===== config.mk =====
export PLATFORM = sky130hd
export DESIGN_NAME = sha3_state_serializer_flat
export DESIGN_NICKNAME = d
export VERILOG_FILES = /design/src/rtl/sha3_pkg.sv /design/src/rtl/sha3_state_serializer_if.sv /design/src/rtl/sha3_lane_order_map.sv /design/src/rtl/sha3_state_serializer.sv /design/src/flat_wrapper.sv
export SDC_FILE = /design/constraint.sdc
export NUM_CORES = 2
export LEC_CHECK = 0
export BUFFER_PORTS_ARGS = -buffer_cell sky130_fd_sc_hd__buf_4
export CORE_AREA = 4 4 645 647
export DETAILED_ROUTE_END_ITERATION = 12
export DIE_AREA = 0 0 649 651
export PLACE_DENSITY = 0.35
export SLEW_MARGIN = 20
export SYNTH_ARGS = -nofsm -noshare
export SYNTH_HDL_FRONTEND = slang
export SYNTH_SLANG_ARGS = --single-unit

===== constraint.sdc =====
create_clock -name clk -period 95.2 [get_ports clk]
set_clock_uncertainty 0.2 [all_clocks]
set_input_delay 14.28 -clock clk [delete_from_list [all_inputs] [get_ports clk]]
set_output_delay 14.28 -clock clk [all_outputs]
set_load 0.005 [all_outputs]

===== src/rtl/sha3_pkg.sv =====
// Shared types, constants and small helpers for the SHA-3 state serializer.
package sha3_pkg;

    localparam int LANE_W    = 64;
    localparam int NUM_LANES = 25;
    localparam int DIM       = 5;

    // Beat number of the final lane of a state.
    localparam logic [4:0] LAST_BEAT = 5'(NUM_LANES - 1);

    typedef logic [LANE_W-1:0] lane_t;

    // One row of the state (fixed y); element index is x.
    typedef lane_t [DIM-1:0] row_t;

    typedef enum logic {
        IDLE   = 1'b0,
        STREAM = 1'b1
    } state_t;

    // Quotient of a beat number (0..24) by 5.
    function automatic logic [2:0] div5(input logic [4:0] b);
        if (b < 5'd5)       return 3'd0;
        else if (b < 5'd10) return 3'd1;
        else if (b < 5'd15) return 3'd2;
        else if (b < 5'd20) return 3'd3;
        else                return 3'd4;
    endfunction

    // Remainder of a beat number (0..24) by 5.
    function automatic logic [2:0] mod5(input logic [4:0] b);
        return 3'(b - {2'b00, div5(b)} * 5'd5);
    endfunction

endpackage


===== src/rtl/sha3_state_serializer_if.sv =====
// Lane stream from the serializer to its consumer (valid/ready handshake).
interface sha3_state_serializer_if import sha3_pkg::*; ();

    logic       ovalid;
    logic       oready;
    lane_t      olane;
    logic [4:0] oindex;
    logic       olast;

    modport master (
        output ovalid,
        output olane,
        output oindex,
        output olast,
        input  oready
    );

    modport slave (
        input  ovalid,
        input  olane,
        input  oindex,
        input  olast,
        output oready
    );

endinterface


===== src/rtl/sha3_lane_order_map.sv =====
// Maps a beat number to the (x, y) lane position and its linear index 5*y+x.
// "xfirst" walks x fastest within a row; "yfirst" walks y fastest within a column.
module sha3_lane_order_map import sha3_pkg::*; #(
    parameter LANE_ORDER = "xfirst"
) (
    input  logic [4:0] beat,
    output logic [2:0] x,
    output logic [2:0] y,
    output logic [4:0] index
);

    localparam bit Y_FIRST = (LANE_ORDER == "yfirst");

    // Split the beat into minor/major base-5 digits and assign them to x/y.
    always_comb begin
        if (Y_FIRST) begin
            y = mod5(beat);
            x = div5(beat);
        end else begin
            x = mod5(beat);
            y = div5(beat);
        end
        index = {2'b00, y} * 5'd5 + {2'b00, x};
    end

endmodule


===== src/rtl/sha3_state_serializer.sv =====
// Captures a full 1600-bit Keccak state on a sample pulse and streams it out
// as 25 registered 64-bit lane beats over a valid/ready handshake.
//
// state  | meaning
// -------+-----------------------------------------------------------
// IDLE   | no captured state pending; outputs hold last beat, ovalid low
// STREAM | captured state being emitted, one beat per accepted handshake
module sha3_state_serializer import sha3_pkg::*; #(
    parameter LANE_ORDER = "xfirst"
) (
    input  logic  clk,
    input  logic  rst_n,
    input  logic  sample,
    input  row_t  isa,
    input  row_t  isb,
    input  row_t  isc,
    input  row_t  isd,
    input  row_t  ise,
    output logic  busy,
    output logic  overrun,
    sha3_state_serializer_if.master ostream
);

    state_t     state_q, state_d;
    logic [4:0] beat_q;
    logic [4:0] beat_nxt;
    row_t       lanes_q [DIM];

    logic       ovalid_q;
    lane_t      olane_q;
    logic [4:0] oindex_q;
    logic       olast_q;
    logic       overrun_q;

    logic       accept;
    logic       final_acc;
    logic       capture;
    logic       advance;
    logic       overrun_d;

    logic [2:0] map_x;
    logic [2:0] map_y;
    logic [4:0] map_index;

    // Counter saturates at the last beat so it never leaves 0..24.
    assign beat_nxt = (beat_q == LAST_BEAT) ? LAST_BEAT : beat_q + 5'd1;

    // Lookup for the beat that will be presented after the current one.
    sha3_lane_order_map #(
        .LANE_ORDER (LANE_ORDER)
    ) u_order_map (
        .beat  (beat_nxt),
        .x     (map_x),
        .y     (map_y),
        .index (map_index)
    );

    // FSM state register.
    always_ff @(posedge clk) begin
        if (!rst_n) state_q <= IDLE;
        else        state_q <= state_d;
    end

    // Next-state and control decode; a sample on the final accepted beat
    // chains straight into the next state without a bubble.
    always_comb begin
        state_d   = state_q;
        capture   = 1'b0;
        advance   = 1'b0;
        overrun_d = 1'b0;
        accept    = (state_q == STREAM) && ovalid_q && ostream.oready;
        final_acc = accept && (beat_q == LAST_BEAT);
        case (state_q)
            IDLE: begin
                if (sample) begin
                    capture = 1'b1;
                    state_d = STREAM;
                end
            end
            STREAM: begin
                if (final_acc) begin
                    if (sample) capture = 1'b1;
                    else        state_d = IDLE;
                end else begin
                    advance   = accept;
                    overrun_d = sample;
                end
            end
            default: state_d = IDLE;
        endcase
    end

    // Captured state; contents are only meaningful while streaming, so no reset.
    always_ff @(posedge clk) begin
        if (rst_n && capture) begin
            lanes_q[0] <= isa;
            lanes_q[1] <= isb;
            lanes_q[2] <= isc;
            lanes_q[3] <= isd;
            lanes_q[4] <= ise;
        end
    end

    // Output beat registers and beat counter. Beat 0 is lane (0,0) in either
    // order, so it is loaded straight from isa[0] to get single-cycle latency.
    always_ff @(posedge clk) begin
        if (!rst_n) begin
            ovalid_q  <= 1'b0;
            olane_q   <= '0;
            oindex_q  <= '0;
            olast_q   <= 1'b0;
            overrun_q <= 1'b0;
            beat_q    <= '0;
        end else begin
            overrun_q <= overrun_d;
            if (capture) begin
                ovalid_q <= 1'b1;
                beat_q   <= '0;
                olane_q  <= isa[0];
                oindex_q <= '0;
                olast_q  <= 1'b0;
            end else if (advance) begin
                beat_q   <= beat_nxt;
                olane_q  <= lanes_q[map_y][map_x];
                oindex_q <= map_index;
                olast_q  <= (beat_nxt == LAST_BEAT);
            end else if (final_acc) begin
                ovalid_q <= 1'b0;
            end
        end
    end

    assign busy           = (state_q == STREAM);
    assign overrun        = overrun_q;
    assign ostream.ovalid = ovalid_q;
    assign ostream.olane  = olane_q;
    assign ostream.oindex = oindex_q;
    assign ostream.olast  = olast_q;

endmodule


===== src/flat_wrapper.sv =====
// flat-port wrapper written by rule: the top's interface ports become plain ports
module sha3_state_serializer_flat import sha3_pkg::*;
#(
    parameter LANE_ORDER = "      "
)
  (clk, rst_n, sample, isa, isb, isc, isd, ise, busy, overrun, ostream_ovalid, ostream_olane, ostream_oindex, ostream_olast, ostream_oready);
  sha3_state_serializer_if ostream_i ();
  input  logic clk;
  input  logic rst_n;
  input  logic sample;
  input  row_t isa;
  input  row_t isb;
  input  row_t isc;
  input  row_t isd;
  input  row_t ise;
  output logic busy;
  output logic overrun;
  output wire logic [$bits(ostream_i.ovalid)-1:0] ostream_ovalid;
  output wire logic [$bits(ostream_i.olane)-1:0] ostream_olane;
  output wire logic [$bits(ostream_i.oindex)-1:0] ostream_oindex;
  output wire logic [$bits(ostream_i.olast)-1:0] ostream_olast;
  input wire logic [$bits(ostream_i.oready)-1:0] ostream_oready;
  assign ostream_ovalid = ostream_i.ovalid;
  assign ostream_olane = ostream_i.olane;
  assign ostream_oindex = ostream_i.oindex;
  assign ostream_olast = ostream_i.olast;
  assign ostream_i.oready = ostream_oready;
  sha3_state_serializer #(.LANE_ORDER(LANE_ORDER)) u_core (.clk(clk), .rst_n(rst_n), .sample(sample), .isa(isa), .isb(isb), .isc(isc), .isd(isd), .ise(ise), .busy(busy), .overrun(overrun), .ostream(ostream_i));
endmodule

### Word level (Yosys, flattened, before mapping)

Memories as Yosys holds them, arrays and structs flattened.
Cells that the tools add are included.

| storage, ports and cells | value |
|---|---|
| RAM bits | 1600 |
| word-level logic and storage cells | 52 |
| bits in registers | 78 |
| memories | 1 |
| bits of input ports | 1604 |
| output and inout bits | 73 |

Memory list:

| name | words | bits a word | read ports | clocked after Yosys merged registers in | write ports | line | text |
|---|---|---|---|---|---|---|---|
| u_core.lanes_q | 5 | 320 | 1 | 0 | 5 | sha3_state_serializer.sv:27 | `row_t lanes_q [DIM];` |

| operators by class | value |
|---|---|
| bitwise operators | 2 |
| reduce and logical (&&, ||, !) cells | 9 |
| multiply operators | 1 |
| equal/unequal tests | 3 |
| $lt $le $gt $ge | 5 |
| multiplexer cells | 21 |
| $add $sub $neg | 3 |

Operators with widths:

| cell | number |
|---|---|
| $bmux 64 s3 | 1 |
| $mux 64 | 3 |
| $mux 3 | 4 |
| $eq 5x5->1 const B | 2 |
| $lt 5x4->1 const B | 2 |
| $mux 1 | 10 |
| $add 5x1->5 const B | 1 |
| $add 5x3->5 | 1 |
| $lt 5x3->1 const B | 1 |
| $lt 5x5->1 const B | 1 |
| $mul 3x3->5 const B | 1 |
| $mux 5 | 1 |
| $logic_and 1x1->1 | 4 |
| $lt 3x4->1 const B | 1 |
| $pmux 1 s2 | 2 |
| $reduce_bool 2->1 | 2 |
| $reduce_or 3->1 | 1 |
| $sub 3x3->3 | 1 |
| $ne 2x1->1 const B | 1 |
| $not 1->1 | 2 |
| $reduce_and 2->1 | 1 |
| $reduce_or 2->1 | 1 |

### Longest topological paths before layout

| logic depth | value |
|---|---|
| depth in word-level cells | 13 |
| gate-level depth with buffers | 21 |
| mapped depth without buffers | 19 |

### By module

Synthesis repeated with hierarchy kept, for this count alone.

| second synthesis, totals | value |
|---|---|
| cell total of the unflattened synthesis | 3173 |
| area total of the unflattened synthesis | 64844.7 µm² |

By module, submodules not included:

| module | sequential area each (µm²) | instances | area an instance (µm²) | cells an instance |
|---|---|---|---|---|
| sha3_state_serializer | 49607.6 | 1 | 64506.9 | 3129 |
| sha3_lane_order_map | 0.0 | 1 | 337.8 | 44 |

### Least setup slack after synthesis

Ideal clock, no wire load.

| timing | value |
|---|---|
| kind | input to register |
| start point | in rst_n |
| end point | mem u_core.lanes_q[0][0] in the netlist's numbering, enable pin |
| setup time | 2.210 ns |
| slack | 41.523 ns |
| stages | 3 |
| data arrival time | 51.267 ns |
| path buffers | 2 |
| required time | 92.790 ns |
| cells stage by stage | clkbuf_1 -> clkbuf_1 -> and3_1 |

RTL lines:

| what | line | text |
|---|---|---|
| start, declared | flat_wrapper.sv:9 | `input logic rst_n;` |
| end, declared | sha3_state_serializer.sv:27 |  |

==> impl_results.md <==
* Setup violators final at 0
* DRT antenna net count at 0
* Max-cap violation count at 0
* Die X at 649 um
* Initial Util at 0.159
* M1 WL at 147 mm
* Congestion Overflow GR at 0
* Total negative setup slack at 0 ns
* Post-layout util at 0.222
* Seq/Total Area, Yosys at 0.761
* Crit path required time at 95.50 ns
* Worst reg2reg path startpoint: u_core.beat_q[3]
* Critical path startpoint category: input port
* Min-delay worst type: reg -> reg
* Ys async rst share at 0
* Num CTS Buffers at 206
* Filler Cells Inserted at 43500
* Sequential cell area at 49600 sq um
* Met2 wire length at 202 mm
* Met3 routed WL at 28.3 mm
* PortBufs at 1676
* Footprint of the multi-input gates at 14400 sq um
* Arrival time worst endpoint at 22.81 ns
* Vias per std cell at 4.05
* P per Cell Area at 19.3 nW/um^2
* Initial antenna violation count at 117
* Hold path start: u_core.ostream.oindex[1]
* Post-synth cell types at 53
* Worst Hold Depth at 2
* Area after DPL at 84300 sq um
* DR DRC count at 0
* Vias in the first global route at 47300
* Unrepaired setup endpoints after global routing: false
* Non-Filler Instances at 11200
* Clock Tree Buf Depth at 4
* Placer Congestion at 0.814
* Core box area at 410000 sq um
* CP Max Fanout at 171
* Die H at 651 um
* Fmax at 0.0444 GHz
* Synth warn at 0
* Overall routing resource usage at 0.174
* Ys flop type: edfxtp_1
* Final Hold Vio Count at 0
* CP Capture Type: flop
* Area Overhead vs Synth at 39.5%
* Most frequent cells in the layout: buf_4, edfxtp_1, mux2i_1
* LEAKAGE at 32.9 nW
* CP startpoint: ostream_oready
* Post-CTS Setup Inserts at 0
* Clk sinks at 1677
* Commonest non-fill, non-tap cell in the layout: buf_4
* Synth Area per Inst at 16.9 sq um
* Number of DRC markers in iteration 0 at 4113
* Skew-Pair Late Insertion Delay at 0.92 ns
* DR pass1 iterations at 6
* Worst-path clk slew at 0.06 ns
* Peak supply drop at 12.3 uV
* Pre-CTS setup slack at 71.64 ns
* CTS Root Cell: clkbuf_16
* TritonCTS clock tree: built
* Min cycle time layout at 22.51 ns
* DP HPWL at 294 mm
* Fin area at 90800 sq um
* Die area at 422000 sq um
* Top Ports at 1677
* Fin nets at 7179
* #FFs+latches synth at 1677
* Biggest area consumer among synthesized cells: edfxtp_1
* Worst-margin pin slew at 1.25 ns
* Status: finished clean
* Vias at 45500
* Final setup margin at 72.69 ns
* Fin crit share at 0.236
* Max Used Layer: met5
* Global-route wire length before repair at 491 mm
* Synthesized net count at 5478
* Row count at 235
* Avg WL per Cell at 34.3 um
* Post-Route WL at 385 mm
* Post-Syn Area at 65100 sq um
* Synth top area cells: edfxtp_1, mux2i_1, dfxtp_1
* Worst r2r path cells at 11
* H-tree Lvls at 4
* Hold-fix buffers at CTS at 0
* Mapped Cells at 3864
* Final Slew Violations at 0
* Dpl cells at 10800
* Share of cells above drive strength 1 at 0.376
* Post-synth EDFFs at 1600
* Slew margin rel. at 0.165
* Synth top area share at 0.738
* PostCTS Resize Cnt at 0
* Setup CP Type: in -> reg
* Pin count of the biggest net entering global routing at 178
==> kinds of logic after synthesis <==
family / count (synthesis) / share of synthesized area
and+or+nand+nor: 546 / 0.0383
xor gates and xnor gates: 15 / 0.00225
DFF: 1677 / 0.761
adders and majority gates: 10 / 0.00215
buffers and inverters: 296 / 0.0208
muxes: 453 / 0.0819
AOI/OAI and AO/OA: 867 / 0.0932
==> where the power goes <==
group / internal [mW] / switching (mW) / total (mW)
registers: 0.844 / 0.0135 / 0.858
logic: 0.0589 / 0.0630 / 0.122
clock network: 0.432 / 0.338 / 0.770
==> state kept, by name, indices dropped and copies added (netlist names) <==
register               flops
u_core.ostream.olast       1
u_core.ostream.oindex      4
u_core.busy                1
u_core.beat_q              5
u_core.ostream.ovalid      1
u_core.lanes_q          1600
u_core.ostream.olane      64
u_core.overrun             1
==> synth_stat cells, types with 2 or more instances <==
master,n
nand2b_1,2
o22ai_1,60
o21ai_1,63
a211oi_1,123
clkbuf_1,169
a311oi_1,12
nor2b_1,3
nand2_1,272
mux4_2,64
clkbuf_2,6
and2_1,3
mux2i_1,389
dfxtp_1,77
nand4_1,58
buf_4,14
xor2_2,2
inv_1,12
nand3_1,64
nor2_1,76
a21oi_1,23
xnor2_1,10
inv_2,2
o21ai_0,180
and3_1,64
ha_1,8
o31ai_1,7
buf_1,8
o211ai_1,65
edfxtp_1,1600
a31oi_1,60
a21boi_0,2
o221ai_1,134
a21o_1,2
a221o_1,2
fa_1,2
a221oi_1,126
buf_6,12
xor2_1,3
buf_2,71
==> final timing paths <==
check	endpoint	slack, ns
worst max-delay path	u_core.lanes_q[1][272]	72.69
worst min-delay path	u_core.ostream.oindex[1]	0.27
worst max register to register	u_core.lanes_q[1][272]	85.27
worst min register to register	u_core.ostream.oindex[1]	0.27
==> worst max-delay path, stage by stage <==
cell and delay (ns):
buf_4 0.19, nand2_1 0.07, o21ai_0 0.70, and3_4 0.98
buf_4 0.83, buf_4 0.84, buf_4 0.93, buf_4 0.68
buf_4 0.54, buf_4 0.59, buf_12 0.73, buf_4 0.91
==> final cells by class <==
class / instances / share of cell area
clock buffer: 262 / 0.0596
clock inverter: 120 / 0.0115
antenna: 42 / 0.00116
sequential: 1677 / 0.546
multi-input combinational: 1891 / 0.158
inverter: 16 / 0.000771
tap: 5451 / 0.0751
timing repair buffer: 1773 / 0.148
==> metal layers <==
layer / track usage / up-vias
met5: 0 / -
met4: 0.0389 / 62
met3: 0.0486 / 409
met2: 0.317 / 1983
met1: 0.201 / 23800
li1: - / 19200
==> per-stage QoR <==
step	power [mW]	hold slack [ns]
5_1_grt	1.81	0.315
2_1_floorplan	0.948	0.248
3_3_place_gp	0.996	0.263
4_1_cts	1.78	0.268
3_5_place_dp	0.997	0.255
6_report	1.75	0.265
(Power assumes the default switching activity.)
